--- src/rtl/fight_pkg.sv ---
// fight_pkg: shared box type, player/round state encodings, winner codes and saturating damage helper
package fight_pkg;
  typedef struct packed {
    logic [9:0] x1;
    logic [9:0] x2;
    logic [9:0] y1;
    logic [9:0] y2;
  } box_t;
  localparam logic [3:0] S_IDLE = 4'd0;
  localparam logic [3:0] S_MOVEFORWARDS = 4'd1;
  localparam logic [3:0] S_MOVEBACKWARDS = 4'd2;
  localparam logic [3:0] S_B_ATTACK_START = 4'd3;
  localparam logic [3:0] S_B_ATTACK_END = 4'd4;
  localparam logic [3:0] S_B_ATTACK_PULL = 4'd5;
  localparam logic [3:0] DIR_ACTIVE = 4'd7;
  typedef enum logic [1:0] {R_FIGHT, R_KO, R_OVER} round_t;
  localparam logic [1:0] W_NONE = 2'b00;
  localparam logic [1:0] W_LEFT = 2'b01;
  localparam logic [1:0] W_RIGHT = 2'b10;
  localparam logic [1:0] W_DRAW = 2'b11;
  function automatic logic [6:0] sub_sat(input logic [6:0] hp, input logic [6:0] d);
    return hp > d ? hp - d : 7'd0;
  endfunction
endpackage

--- src/rtl/hit_resolver_if.sv ---
// hit_resolver_if: player state and hit/hurt boxes of both sides; master = players, slave = resolver
interface hit_resolver_if;
  import fight_pkg::*;
  logic [3:0] state_l;
  logic [3:0] state_r;
  box_t basic_l;
  box_t basic_r;
  box_t dir_l;
  box_t dir_r;
  box_t hurt_l;
  box_t hurt_r;
  modport master(output state_l, state_r, basic_l, basic_r, dir_l, dir_r, hurt_l, hurt_r);
  modport slave(input state_l, state_r, basic_l, basic_r, dir_l, dir_r, hurt_l, hurt_r);
endinterface

--- src/rtl/box_overlap.sv ---
// box_overlap: normalizes two boxes per axis and reports inclusive overlap (a, b in; hit out)
module box_overlap
  import fight_pkg::*;
(
  input  box_t a,
  input  box_t b,
  output logic hit
);
  logic [9:0] ax_lo, ax_hi, ay_lo, ay_hi, bx_lo, bx_hi, by_lo, by_hi;
  assign ax_lo = a.x1 < a.x2 ? a.x1 : a.x2;
  assign ax_hi = a.x1 < a.x2 ? a.x2 : a.x1;
  assign ay_lo = a.y1 < a.y2 ? a.y1 : a.y2;
  assign ay_hi = a.y1 < a.y2 ? a.y2 : a.y1;
  assign bx_lo = b.x1 < b.x2 ? b.x1 : b.x2;
  assign bx_hi = b.x1 < b.x2 ? b.x2 : b.x1;
  assign by_lo = b.y1 < b.y2 ? b.y1 : b.y2;
  assign by_hi = b.y1 < b.y2 ? b.y2 : b.y1;
  assign hit = ax_lo <= bx_hi && bx_lo <= ax_hi && ay_lo <= by_hi && by_lo <= ay_hi;
endmodule

--- src/rtl/hit_resolver.sv ---
// hit_resolver: detects attack contact, applies damage/stun, tracks health and round outcome (clk, rst, restart, pl boxes in; hp/hit/stun/ko/winner out)
module hit_resolver
  import fight_pkg::*;
#(
  parameter int unsigned HP_MAX = 100,
  parameter int unsigned BASIC_DMG = 10,
  parameter int unsigned DIR_DMG = 15,
  parameter int unsigned CHIP_DMG = 1,
  parameter int unsigned STUN_CYCLES = 12,
  parameter int unsigned KO_CYCLES = 60,
  parameter logic [3:0] DIR_ACTIVE_STATE = DIR_ACTIVE
) (
  input  logic clk,
  input  logic rst,
  input  logic restart,
  hit_resolver_if.slave pl,
  output logic [6:0] hp_l,
  output logic [6:0] hp_r,
  output logic hit_l,
  output logic hit_r,
  output logic stun_l,
  output logic stun_r,
  output logic ko,
  output logic [1:0] winner
);
  round_t round;
  logic landed_l, landed_r;
  logic [7:0] stun_cnt_l, stun_cnt_r;
  logic [15:0] ko_cnt;
  logic ov_bl, ov_dl, ov_br, ov_dr;
  logic live_bl, live_dl, live_br, live_dr;
  logic dir_hit_l, dir_hit_r, atk_l, atk_r, block_l, block_r;
  logic [6:0] dmg_l, dmg_r, hp_l_n, hp_r_n;
  box_overlap u_bl (.a(pl.basic_l), .b(pl.hurt_r), .hit(ov_bl));
  box_overlap u_dl (.a(pl.dir_l), .b(pl.hurt_r), .hit(ov_dl));
  box_overlap u_br (.a(pl.basic_r), .b(pl.hurt_l), .hit(ov_br));
  box_overlap u_dr (.a(pl.dir_r), .b(pl.hurt_l), .hit(ov_dr));
  assign live_bl = pl.state_l == S_B_ATTACK_END;
  assign live_dl = pl.state_l == DIR_ACTIVE_STATE;
  assign live_br = pl.state_r == S_B_ATTACK_END;
  assign live_dr = pl.state_r == DIR_ACTIVE_STATE;
  assign block_l = pl.state_l == S_MOVEBACKWARDS;
  assign block_r = pl.state_r == S_MOVEBACKWARDS;
  // a live directional contact takes precedence over a simultaneous basic one
  assign dir_hit_l = live_dl && ov_dl;
  assign dir_hit_r = live_dr && ov_dr;
  // atk_l: left lands a hit on right this cycle
  assign atk_l = round == R_FIGHT && !landed_l && (dir_hit_l || (live_bl && ov_bl));
  assign atk_r = round == R_FIGHT && !landed_r && (dir_hit_r || (live_br && ov_br));
  assign dmg_r = block_r ? 7'(CHIP_DMG) : dir_hit_l ? 7'(DIR_DMG) : 7'(BASIC_DMG);
  assign dmg_l = block_l ? 7'(CHIP_DMG) : dir_hit_r ? 7'(DIR_DMG) : 7'(BASIC_DMG);
  assign hp_r_n = atk_l ? sub_sat(hp_r, dmg_r) : hp_r;
  assign hp_l_n = atk_r ? sub_sat(hp_l, dmg_l) : hp_l;
  assign stun_l = stun_cnt_l != 8'd0;
  assign stun_r = stun_cnt_r != 8'd0;
  always_ff @(posedge clk) begin
    if (rst) begin
      round <= R_FIGHT;
      hp_l <= 7'(HP_MAX);
      hp_r <= 7'(HP_MAX);
      hit_l <= 1'b0;
      hit_r <= 1'b0;
      landed_l <= 1'b0;
      landed_r <= 1'b0;
      stun_cnt_l <= 8'd0;
      stun_cnt_r <= 8'd0;
      ko_cnt <= 16'd0;
      ko <= 1'b0;
      winner <= W_NONE;
    end else begin
      hit_l <= atk_r;
      hit_r <= atk_l;
      hp_l <= hp_l_n;
      hp_r <= hp_r_n;
      landed_l <= (live_bl || live_dl) && (landed_l || atk_l);
      landed_r <= (live_br || live_dr) && (landed_r || atk_r);
      stun_cnt_l <= atk_r && !block_l ? 8'(STUN_CYCLES) : stun_l ? stun_cnt_l - 8'd1 : 8'd0;
      stun_cnt_r <= atk_l && !block_r ? 8'(STUN_CYCLES) : stun_r ? stun_cnt_r - 8'd1 : 8'd0;
      case (round)
        R_FIGHT: if (hp_l_n == 7'd0 || hp_r_n == 7'd0) begin
          round <= R_KO;
          ko <= 1'b1;
          ko_cnt <= 16'd0;
          winner <= {hp_l_n == 7'd0, hp_r_n == 7'd0};
        end
        R_KO: begin
          ko_cnt <= ko_cnt + 16'd1;
          if (ko_cnt == 16'(KO_CYCLES - 1)) round <= R_OVER;
        end
        R_OVER: if (restart) begin
          round <= R_FIGHT;
          hp_l <= 7'(HP_MAX);
          hp_r <= 7'(HP_MAX);
          hit_l <= 1'b0;
          hit_r <= 1'b0;
          landed_l <= 1'b0;
          landed_r <= 1'b0;
          stun_cnt_l <= 8'd0;
          stun_cnt_r <= 8'd0;
          ko <= 1'b0;
          winner <= W_NONE;
        end
        default: round <= R_FIGHT;
      endcase
    end
  end
endmodule
--- src/flat_wrapper.sv ---
// flat-port wrapper written by rule: the top's interface ports become plain ports
module hit_resolver_flat import fight_pkg::*;
#(
  parameter int unsigned HP_MAX = 100,
  parameter int unsigned BASIC_DMG = 10,
  parameter int unsigned DIR_DMG = 15,
  parameter int unsigned CHIP_DMG = 1,
  parameter int unsigned STUN_CYCLES = 12,
  parameter int unsigned KO_CYCLES = 60,
  parameter logic [3:0] DIR_ACTIVE_STATE = DIR_ACTIVE
)
  (clk, rst, restart, hp_l, hp_r, hit_l, hit_r, stun_l, stun_r, ko, winner, pl_state_l, pl_state_r, pl_basic_l, pl_basic_r, pl_dir_l, pl_dir_r, pl_hurt_l, pl_hurt_r);
  hit_resolver_if pl_i ();
  input  logic clk;
  input  logic rst;
  input  logic restart;
  output logic [6:0] hp_l;
  output logic [6:0] hp_r;
  output logic hit_l;
  output logic hit_r;
  output logic stun_l;
  output logic stun_r;
  output logic ko;
  output logic [1:0] winner;
  input wire logic [$bits(pl_i.state_l)-1:0] pl_state_l;
  input wire logic [$bits(pl_i.state_r)-1:0] pl_state_r;
  input wire logic [$bits(pl_i.basic_l)-1:0] pl_basic_l;
  input wire logic [$bits(pl_i.basic_r)-1:0] pl_basic_r;
  input wire logic [$bits(pl_i.dir_l)-1:0] pl_dir_l;
  input wire logic [$bits(pl_i.dir_r)-1:0] pl_dir_r;
  input wire logic [$bits(pl_i.hurt_l)-1:0] pl_hurt_l;
  input wire logic [$bits(pl_i.hurt_r)-1:0] pl_hurt_r;
  assign pl_i.state_l = pl_state_l;
  assign pl_i.state_r = pl_state_r;
  assign pl_i.basic_l = pl_basic_l;
  assign pl_i.basic_r = pl_basic_r;
  assign pl_i.dir_l = pl_dir_l;
  assign pl_i.dir_r = pl_dir_r;
  assign pl_i.hurt_l = pl_hurt_l;
  assign pl_i.hurt_r = pl_hurt_r;
  hit_resolver #(.HP_MAX(HP_MAX), .BASIC_DMG(BASIC_DMG), .DIR_DMG(DIR_DMG), .CHIP_DMG(CHIP_DMG), .STUN_CYCLES(STUN_CYCLES), .KO_CYCLES(KO_CYCLES), .DIR_ACTIVE_STATE(DIR_ACTIVE_STATE)) u_core (.clk(clk), .rst(rst), .restart(restart), .pl(pl_i), .hp_l(hp_l), .hp_r(hp_r), .hit_l(hit_l), .hit_r(hit_r), .stun_l(stun_l), .stun_r(stun_r), .ko(ko), .winner(winner));
endmodule
--- config.mk ---
export PLATFORM = sky130hd
export DESIGN_NAME = hit_resolver_flat
export DESIGN_NICKNAME = d
export VERILOG_FILES = /design/src/rtl/fight_pkg.sv /design/src/rtl/hit_resolver_if.sv /design/src/rtl/box_overlap.sv /design/src/rtl/hit_resolver.sv /design/src/flat_wrapper.sv
export SDC_FILE = /design/constraint.sdc
export NUM_CORES = 1
export LEC_CHECK = 0
export ABC_AREA = 1
export CAP_MARGIN = 30
export CELL_PAD_IN_SITES_DETAIL_PLACEMENT = 0
export CELL_PAD_IN_SITES_GLOBAL_PLACEMENT = 2
export CORE_UTILIZATION = 30
export DETAILED_ROUTE_END_ITERATION = 8
export GPL_ROUTABILITY_DRIVEN = 0
export HOLD_SLACK_MARGIN = 0.08
export PLACE_DENSITY_LB_ADDON = 0.15
export SYNTH_ARGS = -nofsm -noshare
export SYNTH_HDL_FRONTEND = slang
export SYNTH_SLANG_ARGS = --single-unit
--- constraint.sdc ---
create_clock -name clk -period 11.45 [get_ports clk]
set_clock_uncertainty 0.05 [all_clocks]
set_input_delay 1.7175 -clock clk [delete_from_list [all_inputs] [get_ports clk]]
set_output_delay 1.7175 -clock clk [all_outputs]
set_load 0.02 [all_outputs]
==> out/results.tsv <==
stage	metric	value	unit
setup_path	CP peak stage delay	670	ps
final_layout	Non-Filler Instances	2867	
setup_path	critical path arrival	8650	ps
floorplanning	Die Wd	207	um
clock_tree	Root Buffer Master	clkbuf_16	
power_and_ir_drop	Worst VDD drop	0.0000508	V
power_and_ir_drop	total leakage power	8.23	nW
clock_tree	hold_buf cts	0	
routing	vias per std cell	4.70	
sta	setup violators final	0	
routing	met2 WL	19100	um
routing	Detailed Route WL	40400	um
placed_design	Placed Instance Area	15900	um2
global_routing	first-pass GRT wire length	65100	um
clock_tree	cts bufs inserted	5	
synth	post-synthesis sequential area ratio	0.0871	
setup_path	Required @ worst endpoint	11590	ps
clock_tree	H-tree depth	2	
routing	detailed-router iteration count before antenna repair	5	
final_layout	Fill cells	4455	
routing	top routing layer used	met5	
sta	Worst Tran Pin Value	996	ps
synth	Synth Cell Area	12600	um2
final_layout	post-layout util	0.389	
synth	post-synthesis register bit count	55	
power_and_ir_drop	logic gate share of total power	0.694	
power_and_ir_drop	Pwr Density	79.0	nW/um2
final_layout	nets@finish	2856	
worst_hold_path	HP Class	register to register	
sta	final worst setup slack	2940	ps
floorplanning	die height	207	um
clock_tree	CTS tree	yes	
global_routing	total congestion overflow	0	
routing	routed length per instance	14.1	um
flow_run	max cap viols	0	
power_and_ir_drop	sequential share of power	0.191	
power_and_ir_drop	P_int	0.670	mW
global_routing	largest net degree at the start of global routing	42	
final_layout	most frequent cells in the layout	510 x nand2_1, 389 x inv_1, 285 x o21ai_0	
floorplanning	Ports	272	
sta	Rel. slew slack	0.335	
synth	synthesized netlist cell count	2101	
global_routing	All-Layer GR Usage	0.186	
routing	1st-iter DRT viols	533	
setup_path	most used cell, CP	o21ai_0	
placed_design	# port buffers	271	
clock_tree	latest clock arrival within the worst-skew pair	290	ps
clock_tree	post-CTS resize count	0	
routing	remaining antenna violation count	0	
setup_path	Setup crit start kind	primary input	
power_and_ir_drop	Clk network pwr share	0.116	
setup_path	crit path max fanout	40	
final_layout	layout cells sized above 1	0.0339	
sta	Fin Hold WS	363	ps
clock_tree	clk slew on worst S/H paths	70	ps
sta	Fmax	118	MHz
final_layout	commonest non-fill, non-tap cell in the layout	nand2_1	
power_and_ir_drop	net switching power	0.596	mW
global_routing	vias in the first global route	13100	
global_routing	antenna violations before repair	18	
sta	count of final max-slew check failures	0	
clock_tree	CTS sink cnt	55	
placed_design	placement-stage worst setup slack	2650	ps
routing	DRC Markers	0	
clock_tree	post-CTS setup buffers	0	
synth	Ys Warns	0	
placed_design	HPWL after DPL	36000	um
floorplanning	Core ar.	41200	um2
sta	Hold Vio Cnt, Final	0	
routing	routed vias	13500	
synth	synth unique cells	47	
sta	RSZ-0062 raised after global routing	no	
synth	EDFF count, synth	0	
setup_path	WS Path Type	primary input to register	
floorplanning	Rows	74	
run_status	status	complete, no violations	
setup_path	critical path capture point type	register	
setup_path	R2R cell count	15	
routing	metal3 WL	1970	um
final_layout	Layout area overhead	26.9	%
synth	Synth Flop Type	dfxtp_1	
final_layout	Finished Cell Area	16000	um2
routing	Metal-1 WL	18800	um
clock_tree	Max Root-Sink Buffers	2	
synth	fraction of registers with async set/reset	0	
sta	period utilisation layout	0.743	
placed_design	dpl cells	2852	
power_and_ir_drop	Total Power	1.27	mW
worst_hold_path	hold path depth	1	
power_and_ir_drop	switching part of the total power	0.471	
synth	syn avg cell area	6.01	um2
setup_path	Max stage delay cell, worst path	o21ai_0	
sta	Period minus WS final	8510	ps
synth	syn nets	2630	
floorplanning	Die ar.	42900	um2
sta	Setup TNS Final	0	ps
floorplanning	Initial Utilization	0.307	
-- final timing paths --
path	from	end	slack, ps
worst max-delay path	pl_hurt_l[1]	u_core.ko_cnt[10]	2940
worst min-delay path	u_core.stun_cnt_l[0]	u_core.stun_cnt_l[0]	360
worst max register to register	u_core.hp_r[2]	u_core.ko_cnt[10]	8170
worst min register to register	u_core.stun_cnt_l[0]	u_core.stun_cnt_l[0]	360
-- synth_stat cells, types with 2 or more instances --
cell type | n | share of area
nand2_1 | 510 | 0.15
inv_1 | 389 | 0.12
o21ai_0 | 286 | 0.11
ha_1 | 276 | 0.27
a21oi_1 | 125 | 0.050
nor2_1 | 108 | 0.032
nand3_1 | 64 | 0.025
dfxtp_1 | 55 | 0.087
clkbuf_1 | 52 | 0.015
nand4_1 | 43 | 0.021
nor3_1 | 19 | 0.0075
nand2_2 | 18 | 0.0089
a21o_1 | 14 | 0.0083
nor4_1 | 11 | 0.0054
nor2_2 | 9 | 0.0045
o211ai_1 | 9 | 0.0053
o21a_1 | 9 | 0.0053
o21ai_1 | 9 | 0.0036
nand2_4 | 8 | 0.0071
nand3_2 | 8 | 0.0063
o21bai_1 | 8 | 0.0048
xor2_1 | 8 | 0.0055
a211oi_1 | 6 | 0.0036
o2111ai_1 | 6 | 0.0042
or2_2 | 6 | 0.0030
a31oi_1 | 5 | 0.0025
nand3b_1 | 5 | 0.0030
xnor2_1 | 5 | 0.0035
a21boi_0 | 4 | 0.0024
o31ai_1 | 3 | 0.0018
buf_4 | 2 | 0.0012
buf_6 | 2 | 0.0018
fa_1 | 2 | 0.0032
nor2_4 | 2 | 0.0018
o21ai_2 | 2 | 0.0014
o21bai_2 | 2 | 0.0018
-- flip-flops by register name, summed over array words and instances, names as in the netlist --
signal,flops
u_core.stun_cnt_r,8
u_core.landed_r,1
u_core.landed_l,1
u_core.hit_l,1
u_core.ko,1
u_core.hp_r,7
u_core.winner,2
u_core.ko_cnt,16
u_core.hit_r,1
u_core.round,2
u_core.stun_cnt_l,8
u_core.hp_l,7
-- critical path, delay by kind of cell --
kind            cells  cell delay (ps)
simple gates       16             2640
compound gates     14             2540
buf+inv             4              750
fa+ha+maj           3              970
-- layout make-up --
| type | count | area, um2 | area share |
|---|---|---|---|
| inverters | 390 | 1460 | 0.0913 |
| multi-input cells | 1598 | 9860 | 0.615 |
| clock buffers | 6 | 129 | 0.00804 |
| diodes | 7 | 17.5 | 0.00109 |
| flip-flops and latches | 55 | 1100 | 0.0687 |
| clock inverters | 2 | 12.5 | 0.000780 |
| well taps | 532 | 666 | 0.0415 |
| repair buffers | 277 | 2790 | 0.174 |
-- kinds of logic after synthesis --
family                     count (synthesis)  synth area share
and+or+nand+nor                          814             0.281
adders and majority gates                278             0.276
AOI/OAI and AO/OA                        493             0.211
buffers and inverters                    448             0.135
DFF                                       55            0.0871
xor gates and xnor gates                  13           0.00901
-- per-layer routing --
| layer | vias up | GRT usage |
|---|---|---|
| li1 | 7389 | - |
| met1 | 5786 | 0.233 |
| met2 | 222 | 0.334 |
| met3 | 44 | 0.0384 |
| met4 | 22 | 0.0216 |
| met5 | - | 0 |
-- power by group through the flow --
stage / logic (mW) / clock network (mW) / registers, mW
6_report: 0.878 / 0.147 / 0.241
5_1_grt: 1.02 / 0.160 / 0.246
4_1_cts: 0.890 / 0.151 / 0.241
3_5_place_dp: 0.884 / 0 / 0.246
3_3_place_gp: 0.865 / 0 / 0.246
2_1_floorplan: 0.590 / 0 / 0.244
No activity file was read; power rests on OpenSTA's default activity.
